===== config.mk =====
export PLATFORM = sky130hd
export DESIGN_NAME = rom_loader_flat
export DESIGN_NICKNAME = d
export VERILOG_FILES = /design/src/rtl/rom_loader_if.sv /design/src/rtl/rom_loader.sv /design/src/flat_wrapper.sv
export SDC_FILE = /design/constraint.sdc
export NUM_CORES = 1
export LEC_CHECK = 0
export CORE_MARGIN = 10
export CORE_UTILIZATION = 60
export DETAILED_ROUTE_END_ITERATION = 8
export GPL_TIMING_DRIVEN = 1
export HOLD_SLACK_MARGIN = 0.03
export PLACE_DENSITY = 0.9
export SYNTH_ARGS = -nofsm -noshare
export SYNTH_HDL_FRONTEND = slang
export SYNTH_SLANG_ARGS = --single-unit

===== constraint.sdc =====
create_clock -name clk -period 2.6 [get_ports clk]
set_input_delay 0.52 -clock clk [delete_from_list [all_inputs] [get_ports clk]]
set_output_delay 0.52 -clock clk [all_outputs]
set_load 0.01 [all_outputs]

===== src/rtl/rom_loader_if.sv =====
// Memory write port shared with the CPU; cpu_hold tells the memory mux
// which writer currently owns the port.
interface rom_loader_if;
  logic        cpu_hold;
  logic        mem_write;
  logic [11:0] mem_write_addr;
  logic [7:0]  mem_write_data;

  modport master (output cpu_hold, output mem_write, output mem_write_addr, output mem_write_data);
  modport slave  (input  cpu_hold, input  mem_write, input  mem_write_addr, input  mem_write_data);
endinterface


===== src/rtl/rom_loader.sv =====
// Boot loader: receives a length-prefixed, XOR-checked ROM image over UART
// and writes it into memory while holding the CPU.
module rom_loader #(
  parameter int          CLKS_PER_BIT = 104,
  parameter logic [11:0] LOAD_BASE    = 12'h200,
  parameter int          IDLE_TIMEOUT = 1000000
) (
  input  logic         clk,
  input  logic         reset,
  input  logic         uart_rx,
  rom_loader_if.master mem,
  output logic         load_done,
  output logic         load_error
);
  localparam int CW = $clog2(CLKS_PER_BIT);
  localparam int IW = $clog2(IDLE_TIMEOUT + 1);
  localparam logic [CW-1:0] HALF_LAST = CW'(CLKS_PER_BIT / 2 - 1);
  localparam logic [CW-1:0] BIT_LAST  = CW'(CLKS_PER_BIT - 1);
  localparam logic [IW-1:0] IDLE_LAST = IW'(IDLE_TIMEOUT - 1);
  localparam logic [16:0]   MAX_LEN   = 17'(4096) - {5'd0, LOAD_BASE};

  typedef enum logic [1:0] {RX_IDLE, RX_START, RX_DATA, RX_STOP} rx_state_t;
  typedef enum logic [2:0] {WAIT_LEN_HI, WAIT_LEN_LO, DATA, WAIT_CHK, DONE} state_t;

  logic rx_meta_reg, rx_sync_reg, rx_prev_reg;

  always_ff @(posedge clk) begin
    if (reset) begin
      rx_meta_reg <= 1'b1;
      rx_sync_reg <= 1'b1;
      rx_prev_reg <= 1'b1;
    end else begin
      rx_meta_reg <= uart_rx;
      rx_sync_reg <= rx_meta_reg;
      rx_prev_reg <= rx_sync_reg;
    end
  end

  rx_state_t     rx_state_reg, rx_state_next;
  logic [CW-1:0] cnt_reg, cnt_next;
  logic [2:0]    bit_reg, bit_next;
  logic [7:0]    shift_reg, shift_next;
  logic          byte_valid_reg, byte_valid_next;
  logic          frame_err;

  always_ff @(posedge clk) begin
    if (reset) begin
      rx_state_reg   <= RX_IDLE;
      cnt_reg        <= '0;
      bit_reg        <= '0;
      shift_reg      <= '0;
      byte_valid_reg <= 1'b0;
    end else begin
      rx_state_reg   <= rx_state_next;
      cnt_reg        <= cnt_next;
      bit_reg        <= bit_next;
      shift_reg      <= shift_next;
      byte_valid_reg <= byte_valid_next;
    end
  end

  // frame_err is combinational at the stop-bit sample so the error flag
  // lands exactly one cycle later, like every other error source.
  always_comb begin
    rx_state_next   = rx_state_reg;
    cnt_next        = cnt_reg;
    bit_next        = bit_reg;
    shift_next      = shift_reg;
    byte_valid_next = 1'b0;
    frame_err       = 1'b0;
    case (rx_state_reg)
      RX_IDLE: begin
        if (rx_prev_reg && !rx_sync_reg) begin
          cnt_next      = '0;
          rx_state_next = RX_START;
        end
      end
      RX_START: begin
        if (cnt_reg == HALF_LAST) begin
          cnt_next      = '0;
          bit_next      = '0;
          rx_state_next = rx_sync_reg ? RX_IDLE : RX_DATA;
        end else begin
          cnt_next = cnt_reg + 1'b1;
        end
      end
      RX_DATA: begin
        if (cnt_reg == BIT_LAST) begin
          cnt_next   = '0;
          shift_next = {rx_sync_reg, shift_reg[7:1]};
          if (bit_reg == 3'd7) rx_state_next = RX_STOP;
          else                 bit_next      = bit_reg + 1'b1;
        end else begin
          cnt_next = cnt_reg + 1'b1;
        end
      end
      RX_STOP: begin
        if (cnt_reg == BIT_LAST) begin
          rx_state_next = RX_IDLE;
          if (rx_sync_reg) byte_valid_next = 1'b1;
          else             frame_err       = 1'b1;
        end else begin
          cnt_next = cnt_reg + 1'b1;
        end
      end
      default: rx_state_next = RX_IDLE;
    endcase
  end

  state_t        state_reg, state_next;
  logic [7:0]    len_hi_reg, len_hi_next;
  logic [15:0]   len_reg, len_next;
  logic [15:0]   idx_reg, idx_next;
  logic [7:0]    chk_reg, chk_next;
  logic [IW-1:0] idle_reg, idle_next;
  logic          hold_reg, hold_next, wr_reg, wr_next, done_reg, done_next, err_reg, err_next;
  logic [11:0]   addr_reg, addr_next;
  logic [7:0]    data_reg, data_next;
  logic [15:0]   len_word;

  assign len_word = {len_hi_reg, shift_reg};

  always_ff @(posedge clk) begin
    if (reset) begin
      state_reg  <= WAIT_LEN_HI;
      len_hi_reg <= '0;
      len_reg    <= '0;
      idx_reg    <= '0;
      chk_reg    <= '0;
      idle_reg   <= '0;
      hold_reg   <= 1'b1;
      wr_reg     <= 1'b0;
      addr_reg   <= '0;
      data_reg   <= '0;
      done_reg   <= 1'b0;
      err_reg    <= 1'b0;
    end else begin
      state_reg  <= state_next;
      len_hi_reg <= len_hi_next;
      len_reg    <= len_next;
      idx_reg    <= idx_next;
      chk_reg    <= chk_next;
      idle_reg   <= idle_next;
      hold_reg   <= hold_next;
      wr_reg     <= wr_next;
      addr_reg   <= addr_next;
      data_reg   <= data_next;
      done_reg   <= done_next;
      err_reg    <= err_next;
    end
  end

  always_comb begin
    state_next  = state_reg;
    len_hi_next = len_hi_reg;
    len_next    = len_reg;
    idx_next    = idx_reg;
    chk_next    = chk_reg;
    idle_next   = idle_reg;
    hold_next   = hold_reg;
    wr_next     = 1'b0;
    addr_next   = addr_reg;
    data_next   = data_reg;
    done_next   = done_reg;
    err_next    = err_reg;
    case (state_reg)
      WAIT_LEN_HI: if (byte_valid_reg) begin
        len_hi_next = shift_reg;
        err_next    = 1'b0;
        state_next  = WAIT_LEN_LO;
      end
      WAIT_LEN_LO: if (byte_valid_reg) begin
        len_next = len_word;
        idx_next = '0;
        chk_next = '0;
        if ({1'b0, len_word} > MAX_LEN) begin
          err_next   = 1'b1;
          state_next = WAIT_LEN_HI;
        end else if (len_word == 16'd0) begin
          state_next = WAIT_CHK;
        end else begin
          state_next = DATA;
        end
      end
      DATA: if (byte_valid_reg) begin
        wr_next   = 1'b1;
        addr_next = LOAD_BASE + idx_reg[11:0];
        data_next = shift_reg;
        chk_next  = chk_reg ^ shift_reg;
        idx_next  = idx_reg + 16'd1;
        if (idx_reg + 16'd1 == len_reg) state_next = WAIT_CHK;
      end
      WAIT_CHK: if (byte_valid_reg) begin
        if (shift_reg == chk_reg) begin
          done_next  = 1'b1;
          hold_next  = 1'b0;
          state_next = DONE;
        end else begin
          err_next   = 1'b1;
          state_next = WAIT_LEN_HI;
        end
      end
      default: ;
    endcase

    // A byte arriving in the expiry cycle clears the counter, so it wins.
    if (state_reg inside {WAIT_LEN_LO, DATA, WAIT_CHK}) begin
      if (byte_valid_reg) begin
        idle_next = '0;
      end else if (idle_reg == IDLE_LAST) begin
        idle_next  = '0;
        err_next   = 1'b1;
        state_next = WAIT_LEN_HI;
      end else begin
        idle_next = idle_reg + 1'b1;
      end
    end else begin
      idle_next = '0;
    end

    if (frame_err && state_reg != DONE) begin
      err_next   = 1'b1;
      state_next = WAIT_LEN_HI;
    end
  end

  assign mem.cpu_hold       = hold_reg;
  assign mem.mem_write      = wr_reg;
  assign mem.mem_write_addr = addr_reg;
  assign mem.mem_write_data = data_reg;
  assign load_done          = done_reg;
  assign load_error         = err_reg;
endmodule


===== src/flat_wrapper.sv =====
// flat-port wrapper written by rule: the top's interface ports become plain ports
module rom_loader_flat 
#(
  parameter int          CLKS_PER_BIT = 104,
  parameter logic [11:0] LOAD_BASE    = 12'h200,
  parameter int          IDLE_TIMEOUT = 1000000
)
  (clk, reset, uart_rx, load_done, load_error, mem_cpu_hold, mem_mem_write, mem_mem_write_addr, mem_mem_write_data);
  rom_loader_if mem_i ();
  input  logic clk;
  input  logic reset;
  input  logic uart_rx;
  output logic load_done;
  output logic load_error;
  output wire logic [$bits(mem_i.cpu_hold)-1:0] mem_cpu_hold;
  output wire logic [$bits(mem_i.mem_write)-1:0] mem_mem_write;
  output wire logic [$bits(mem_i.mem_write_addr)-1:0] mem_mem_write_addr;
  output wire logic [$bits(mem_i.mem_write_data)-1:0] mem_mem_write_data;
  assign mem_cpu_hold = mem_i.cpu_hold;
  assign mem_mem_write = mem_i.mem_write;
  assign mem_mem_write_addr = mem_i.mem_write_addr;
  assign mem_mem_write_data = mem_i.mem_write_data;
  rom_loader #(.CLKS_PER_BIT(CLKS_PER_BIT), .LOAD_BASE(LOAD_BASE), .IDLE_TIMEOUT(IDLE_TIMEOUT)) u_core (.clk(clk), .reset(reset), .uart_rx(uart_rx), .mem(mem_i), .load_done(load_done), .load_error(load_error));
endmodule

Word level (Yosys, flattened, before mapping)
Index checks and enable logic that the tools add are counted.

Bits of input ports: 3. Output and inout port bits: 24. Register bits after elaboration: 119. Word-level logic and storage cells: 124.

Equal/unequal tests: 22. Reduce and logical (&&, ||, !) cells: 22. Muxes and demuxes: 49. $lt $le $gt $ge: 1. Add/sub/neg operators: 5. Bitwise operators: 5.

Operator list (count): 2-to-1 mux 3 bit (13); 2-to-1 mux 16 bit (2); one-hot mux 16 bit (2 select lines) (1); 2-to-1 mux 7 bit (4); one-hot mux 7 bit (4 select lines) (1); adder 20 x 1 -> 20 bit (second input constant) (1); equality test 20 bit (second input constant) (1); adder 16 x 1 -> 16 bit (second input constant) (1); equality test 16 bit (1); > comparator 16 x 12 -> 1 bit (second input constant) (1); logical NOT 16 bit (1); 2-to-1 mux 8 bit (2); one-hot mux 8 bit (2 select lines) (1); 2-to-1 mux 1 bit (15); inequality test 2 x 1 -> 1 bit (second input constant) (7); adder 10 x 12 -> 12 bit (first input constant) (1); 2-to-1 mux 2 bit (6); one-hot mux 3 bit (4 select lines) (1); AND reduction 2 bit (5); equality test 8 bit (1); one-hot mux 2 bit (4 select lines) (1); bitwise XOR 8 bit (1); adder 7 x 1 -> 7 bit (second input constant) (1); equality test 7 x 6 -> 1 bit (second input constant) (1); other kinds (24) (34).

Depth between registers and ports, before layout
Gate-level depths: netlist of the first run.

Depth in word-level cells: 8. Gate-level depth with buffers: 8. Depth with buffers taken out: 7.

Worst setup path before layout of the first run
Ideal clock, no wire load.

Kind: register to register. Start point: reg u_core.idx_reg[0]. End point: reg u_core.state_reg[0]. Period minus slack after synthesis: 1.903 ns. Path slack: 0.697 ns. Arrival: 1.781 ns. Cell stages (with the launch flop): 8. Library setup time: 0.123 ns. Data required time: 2.477 ns. Buffers on the path: 0. Cells stage by stage: dfxtp_1 -> ha_1 -> nand4_2 -> o31a_1 -> o41ai_2 -> o41ai_2 -> nand4_1 -> a21oi_1.

Longest elaborated chain between the ends: 8.

Ends and longest elaborated chain: start, declared (line rom_loader.sv:113) `logic [15:0] idx_reg, idx_next;`; start signal, assigned (line rom_loader.sv:141) `idx_reg <= idx_next;`; adder 16 x 1 -> 16 bit (*) (line rom_loader.sv:191) `if (idx_reg + 16'd1 == len_reg) state_next = WAIT_CHK;`; equality test 16 bit (*) (line rom_loader.sv:191); 2-to-1 mux 3 bit (*) (line rom_loader.sv:191); 2-to-1 mux 3 bit (*) (line rom_loader.sv:185) `DATA: if (byte_valid_reg) begin`; one-hot mux 3 bit (4 select lines) (*) (line rom_loader.sv:166) `case (state_reg)`; 2-to-1 mux 3 bit (line rom_loader.sv:210) `end else if (idle_reg == IDLE_LAST) begin`; 2-to-1 mux 3 bit (line rom_loader.sv:208) `if (byte_valid_reg) begin`; 2-to-1 mux 3 bit (*) (line rom_loader.sv:207) `if (state_reg inside {WAIT_LEN_LO, DATA, WAIT_CHK}) begin`; end signal, assigned (line rom_loader.sv:138) `state_reg <= state_next;`; end, declared (line rom_loader.sv:110) `state_t state_reg, state_next;`.

Mark *: on every way between the ends. The rest lies on a longest branch, timed or not. A chain may end at the register's enable or synchronous reset.

Worst setup path after layout of the first run
Same ends and word-level chain as after synthesis.

==> results of run 1 <==
[cell usage after synthesis, types with 8 or more instances]
master / instances
a21oi_1: 89
and3_1: 9
nand2_1: 134
and2_1: 8
xnor2_1: 26
nor2_1: 68
nand4_1: 11
clkbuf_1: 32
buf_2: 11
nor3_1: 10
dfxtp_1: 119
xor2_1: 15
o21ai_0: 26
nand3_1: 24
inv_1: 8
[per-layer routing]
layer / track usage, % / share of wire, %
met3: 4.842 / 4.8
met5: 0 / 0
met1: 23.83 / 42
met4: 8.896 / 2.1
met2: 36.00 / 51
[metrics by stage]
step           hold slack [ns]  worst slack (ns)  util [%]  power [W]  cells
2_1_floorplan           0.3895            0.6966         -   0.001908    708
3_3_place_gp            0.3911            0.5465     64.57   0.001918    808
3_5_place_dp            0.3995            0.4795     64.57   0.001920    808
4_1_cts                 0.4033            0.4217     70.64   0.004076    840
5_1_grt                 0.4179            0.2723     70.64   0.004172    840
6_report                0.4042            0.3919     70.64   0.004056    840
[where the power goes]
| group | leakage (nW) | internal (W) | switching, W | total (W) |
|---|---|---|---|---|
| clock | 0.270 | 0.00134 | 0.000835 | 0.00217 |
| combinational | 1.02 | 0.0000135 | 0.0000346 | 0.0000481 |
| sequential | 0.959 | 0.00183 | 0.00000555 | 0.00183 |
| total | 2.25 | 0.00318 | 0.000875 | 0.00406 |
[worst max-delay path: cells and delay by family (launching register included)]
kind	cells	cell delay, ns
compound gates	4	0.93
fa+ha+maj	1	0.34
simple gates	2	0.37
flops	1	0.46
[cells by family (layout without fill, tap and decap cells)]
group | after synthesis | count (layout)
AOI/OAI and AO/OA | 156 | 156
xor gates and xnor gates | 42 | 42
adders and majority gates | 6 | 6
buffers and inverters | 54 | 75
DFF | 119 | 119
muxes | 5 | 5
and+or+nand+nor | 326 | 326
[layout make-up]
class | count | area, um^2
clock buffer | 21 | 459.2
clock inverter | 11 | 98.84
fill | 699 | 2700
inverter | 8 | 30.03
tap | 111 | 138.9
multi-input combinational | 535 | 3052
sequential | 119 | 2382
timing repair buffer | 35 | 335.3
[worst min-delay path by stage]
stage / start / endpoint / slack (ns) / depth (start not counted)
6_report: u_core.rx_meta_reg$_SDFF_PP1_ / u_core.rx_sync_reg$_SDFF_PP1_ / 0.40 / 1
5_1_grt: u_core.rx_meta_reg$_SDFF_PP1_ / u_core.rx_sync_reg$_SDFF_PP1_ / 0.42 / 1
4_1_cts: u_core.rx_meta_reg$_SDFF_PP1_ / u_core.rx_sync_reg$_SDFF_PP1_ / 0.40 / 1
3_5_place_dp: u_core.rx_meta_reg$_SDFF_PP1_ / u_core.rx_sync_reg$_SDFF_PP1_ / 0.40 / 1
3_3_place_gp: u_core.rx_meta_reg$_SDFF_PP1_ / u_core.rx_sync_reg$_SDFF_PP1_ / 0.39 / 1
2_1_floorplan: u_core.rx_meta_reg$_SDFF_PP1_ / u_core.rx_sync_reg$_SDFF_PP1_ / 0.39 / 1
==> metrics.md, run 1 <==
| Metric | Value |
|---|---|
| Clock buffer depth | 2 |
| PD cells | 624.4 nW/um^2 |
| Die Y-Extent | 117.1 um |
| Most frequent cells in the layout | nand2_1, dfxtp_1, a21oi_1 |
| Crit path launch | u_core.idx_reg[0]$_SDFFE_PP0P_ |
| # clock sinks | 119 |
| Routed Antenna Nets | 0 |
| Worst skew pair latency | 0.52 ns |
| Area leader, netlist | dfxtp_1 |
| GR Util All Layers | 20.72% |
| Post-Synth Simple-Gate Area | 28.39% |
| Worst Path Max Fanout | 7 |
| 1st-pass router iterations | 5 |
| Final Instance Area | 6496 um^2 |
| Crit-path slowest cell | dfxtp_1 |
| Area Growth Syn to Fin | 14.82% |
| Core area | 9196 um^2 |
| Max stage delay on crit path | 0.46 ns |
| Fmax | 0.4529 GHz |
| Die W | 117.1 um |
| Vias | 5,063 |
| R2R depth | 7 |
| Post-synth EDFFs | 0 |
| Aggregate negative setup slack | 0 ns |
| Clk root buf | clkbuf_8 |
| Post-Syn Instances | 708 |
| Crit path cell chain | ha_1 > nand4_2 > o31a_1 > o41ai_2 > o41ai_2 > nand4_1 > a21oi_1 |
| Share of layout cells above drive strength 1 | 8.642% |
| Worst-margin pin slew | 0.7981 ns |
| Multiplexer share of the synthesized area | 0.8846% |
| Area share of fa/ha/maj cells after synthesis | 1.327% |
| Largest family of logic cells by synthesized area | simple AND/OR/NAND/NOR gates |
| Share of the yosys chip area belonging to registers | 42.11% |
| I/O Buffers | 26 |
| IO Pins | 27 |
| Post-DP HPWL | 8953 um |
| Worst setup path category | flop to flop |
| Htree depth | 4 |
| Predominant post-synthesis flop cell | dfxtp_1 |
| YS warnings | 0 |
| Top cells by area, synth | dfxtp_1, nand2_1, a21oi_1, nor2_1, xnor2_1 |
| Netlist Area Pre-Place | 5658 um^2 |
| Flop2flop setup slack | 0.39 ns |
| Synth top area share | 42.11% |
| Setup Buffers After CTS | 0 |
| Fin crit share | 84.93% |
| RR Endpoint | u_core.state_reg[0]$_SDFF_PP0_ |
| Slew Viols, Final | 0 |
| Routed len/inst | 16.13 um |
| Syn avg cell area | 7.991 um^2 |
| Compound-gate portion of the synthesized area | 16.36% |
| Final setup vio count | 0 |
| Clk pin slew, worst setup/hold paths | 0.06 ns |
| Unique cell type count in the Yosys netlist | 68 |
| XOR/XNOR share of the synthesized area | 6.767% |
| Cell Area, Placed | 5938 um^2 |
| Max_slew headroom | 46.38% |
| ANT cells | 0 |
| FP Rows | 35 |
| Hold WC Path Type | flop to flop |
| GR Overflow Total | 0 |
| CTS Hold Buffers Added | 0 |
| Initial antenna violation count | 0 |
| Vias in the first global route | 4,919 |
| CP required | 3.00 ns |
| Asr flop ratio synth | 0% |
| Most common cell after layout, fill and taps aside | nand2_1 |
| Startpoint types | flop |
| Initial Util | 61.52% |
| Maximum number of pins on one net before global-route repair | 98 |
| Starting DRC count in detailed routing | 544 |
| Status | completed |
| CP endpoint | u_core.state_reg[0]$_SDFF_PP0_ |
| RSZ-0062 raised after global routing | no |
| Max reg flops | 20 |
| CTS buffer count | 17 |
| Post-synthesis register bit count | 119 |
| Leakage | 2.248 nW |
| Crit. End Element | flop |
| Final-stage net count | 725 |
| Net Count, Synth | 717 |
| Die area | 13,710 um^2 |
| Drt drc | 0 |
| Final wirelength | 13,550 um |
| Post-cts resize count | 0 |
| First-pass GRT wire length | 22,780 um |
| Max VDD drop | 0.0004210 V |
| Crit-path most repeated cell | o41ai_2 |
| DR vias/cell | 6.027 |
| Worst EP arrival | 2.60 ns |
| CTS tree | yes |
| Fin. Hold Viols | 0 |
| Max-cap violations | 0 |
| Setup Skew | 0.01073 ns |
| GP Congestion | 0.9123 |
| R2r startpoint | u_core.idx_reg[0]$_SDFFE_PP0P_ |
| Tmin final | 2.208 ns |
No activity file was read; power rests on OpenSTA's default activity.
==> inputs of run 2 (changes only) <==
- clock period: 2.6 -> 2.25 ns (I/O delays scaled with it)
==> metrics.md, run 2 (same netlist as run 1, synthesis figures left out) <==
| Metric | Value |
|---|---|
| Most common cell after layout, fill and taps aside | nand2_1 |
| Post-Place Cells | 815 |
| Hold WC Path Type | input port to flop |
| DR vias/cell | 6.084 |
| Fin. Hold Viols | 0 |
| CTS tree | yes |
| Final-stage net count | 732 |
| RR Endpoint | u_core.state_reg[0]$_SDFF_PP0_ |
| GP Congestion | 0.9117 |
| CP required | 2.64 ns |
| Slew Viols, Final | 0 |
| Final setup vio count | 0 |
| Worst Path Max Fanout | 6 |
| Leakage | 2.315 nW |
| 1st-pass router iterations | 5 |
| Non-filler cells, final | 847 |
| Fmax | 0.4769 GHz |
| Most frequent cells in the layout | nand2_1, dfxtp_1, a21oi_1 |
| Crit path launch | u_core.idx_reg[1]$_SDFFE_PP0P_ |
| Starting DRC count in detailed routing | 414 |
| Clock buffer depth | 2 |
| Routed Antenna Nets | 0 |
| Core area | 9196 um^2 |
| Worst EP arrival | 2.49 ns |
| R2r startpoint | u_core.idx_reg[1]$_SDFFE_PP0P_ |
| Post-cts resize count | 0 |
| Crit. End Element | flop |
| Hold_ws | 0.3278 ns |
| Max reg flops | 20 |
| Fillers | 663 |
| Area Growth Syn to Fin | 16.61% |
| IO Pins | 27 |
| Setup Buffers After CTS | 0 |
| Post-DP HPWL | 9050 um |
| Initial Util | 61.52% |
| Maximum number of pins on one net before global-route repair | 45 |
| Fin crit share | 93.19% |
| Vias | 5,153 |
| Setup Skew | 0.008161 ns |
| Max VDD drop | 0.0007088 V |
| Die Y-Extent | 117.1 um |
| # clock sinks | 119 |
| GR Overflow Total | 0 |
| Initial antenna violation count | 0 |
| Vias in the first global route | 5,103 |
| Htree depth | 4 |
| Total power draw | 0.005004 W |
| RSZ-0062 raised after global routing | no |
| R2R depth | 7 |
| Worst-margin pin slew | 0.6529 ns |
| Die area | 13,710 um^2 |
| Flop2flop setup slack | 0.15 ns |
| CTS buffer count | 17 |
| Share of layout cells above drive strength 1 | 9.511% |
| Clk root buf | clkbuf_8 |
| CP endpoint | u_core.state_reg[0]$_SDFF_PP0_ |
| Worst skew pair latency | 0.51 ns |
| Clk pin slew, worst setup/hold paths | 0.06 ns |
| Tmin final | 2.097 ns |
| Routed len/inst | 16.44 um |
| Status | completed |
| CTS Hold Buffers Added | 0 |
| Aggregate negative setup slack | 0 ns |
| Startpoint types | flop |
| Final wirelength | 13,930 um |
| Max-cap violations | 0 |
| Worst setup path category | flop to flop |
| GR Util All Layers | 21.26% |
| ANT cells | 0 |
| Die W | 117.1 um |
| Max_slew headroom | 56.47% |
| PD cells | 758.5 nW/um^2 |
| I/O Buffers | 26 |
| Drt drc | 0 |
| FP Rows | 35 |
| First-pass GRT wire length | 23,470 um |
## run 2: cell types whose count changed in the layout (fill, tap and decap cells not counted)
cell / delta
bufinv_16: +3
clkbuf_8: -1
buf_4: +8
clkinvlp_4: -2
buf_12: -1
## run 2: worst min-delay path by stage
stage / startpoint / endpoint / slack [ns] / cells after the start
floorplan: u_core.rx_meta_reg$_SDFF_PP1_ / u_core.rx_sync_reg$_SDFF_PP1_ / 0.39 / 1
finish: reset / u_core.cnt_reg[1]$_SDFFE_PP0P_ / 0.33 / 2
detailed placement: u_core.rx_meta_reg$_SDFF_PP1_ / u_core.rx_sync_reg$_SDFF_PP1_ / 0.40 / 1
CTS: reset / u_core.cnt_reg[1]$_SDFFE_PP0P_ / 0.32 / 2
global route: reset / u_core.cnt_reg[1]$_SDFFE_PP0P_ / 0.35 / 2
global placement: u_core.rx_meta_reg$_SDFF_PP1_ / u_core.rx_sync_reg$_SDFF_PP1_ / 0.39 / 1
## run 2: metal layers
metal	up-vias	share of wire, %	wire [um]	global-route usage, %
li1	2477	-	-	-
met1	2430	40	5611	23.78
met2	196	50	6996	37.08
met3	50	6.5	906	4.893
met4	0	2.9	410	10.71
met5	-	0	0	0
## run 2: power by group
| group | internal (W) | switching, W | total [W] | leakage (nW) |
|---|---|---|---|---|
| combinational | 0.0000141 | 0.0000415 | 0.0000556 | 1.05 |
| clock | 0.00186 | 0.000974 | 0.00283 | 0.305 |
| sequential | 0.00211 | 0.00000684 | 0.00212 | 0.959 |
| total | 0.00398 | 0.00102 | 0.00500 | 2.31 |
## run 2: area by class of cell
cell class | instances | area [um^2] | share of cell area [%]
multi-input cells | 535 | 3052 | 46.25
flip-flops and latches | 119 | 2382 | 36.11
inverters | 8 | 30.03 | 0.4551
repair buffers | 42 | 375.4 | 5.689
clock buffers | 20 | 445.4 | 6.751
well taps | 111 | 138.9 | 2.105
clock inverters | 12 | 173.9 | 2.636
## run 2: critical path, cell delays in order, from the launching register on
cell and delay (ns):
dfxtp_1 0.39, ha_1 0.33, nand4_2 0.27, o31a_1 0.36, o41ai_2 0.34, o41ai_2 0.12, nand4_1 0.10, a21oi_1 0.07
## run 2: through the flow
| stage | utilization [%] | worst slack, ns | instance area [um^2] |
|---|---|---|---|
| finish | 71.74 | 0.1533 | 6598 |
| CTS | 71.74 | 0.1696 | 6598 |
| global route | 71.74 | 0.07070 | 6598 |
| global placement | 65.01 | 0.2689 | 5978 |
| floorplan | - | 0.3466 | 5658 |
| detailed placement | 65.01 | 0.1808 | 5978 |
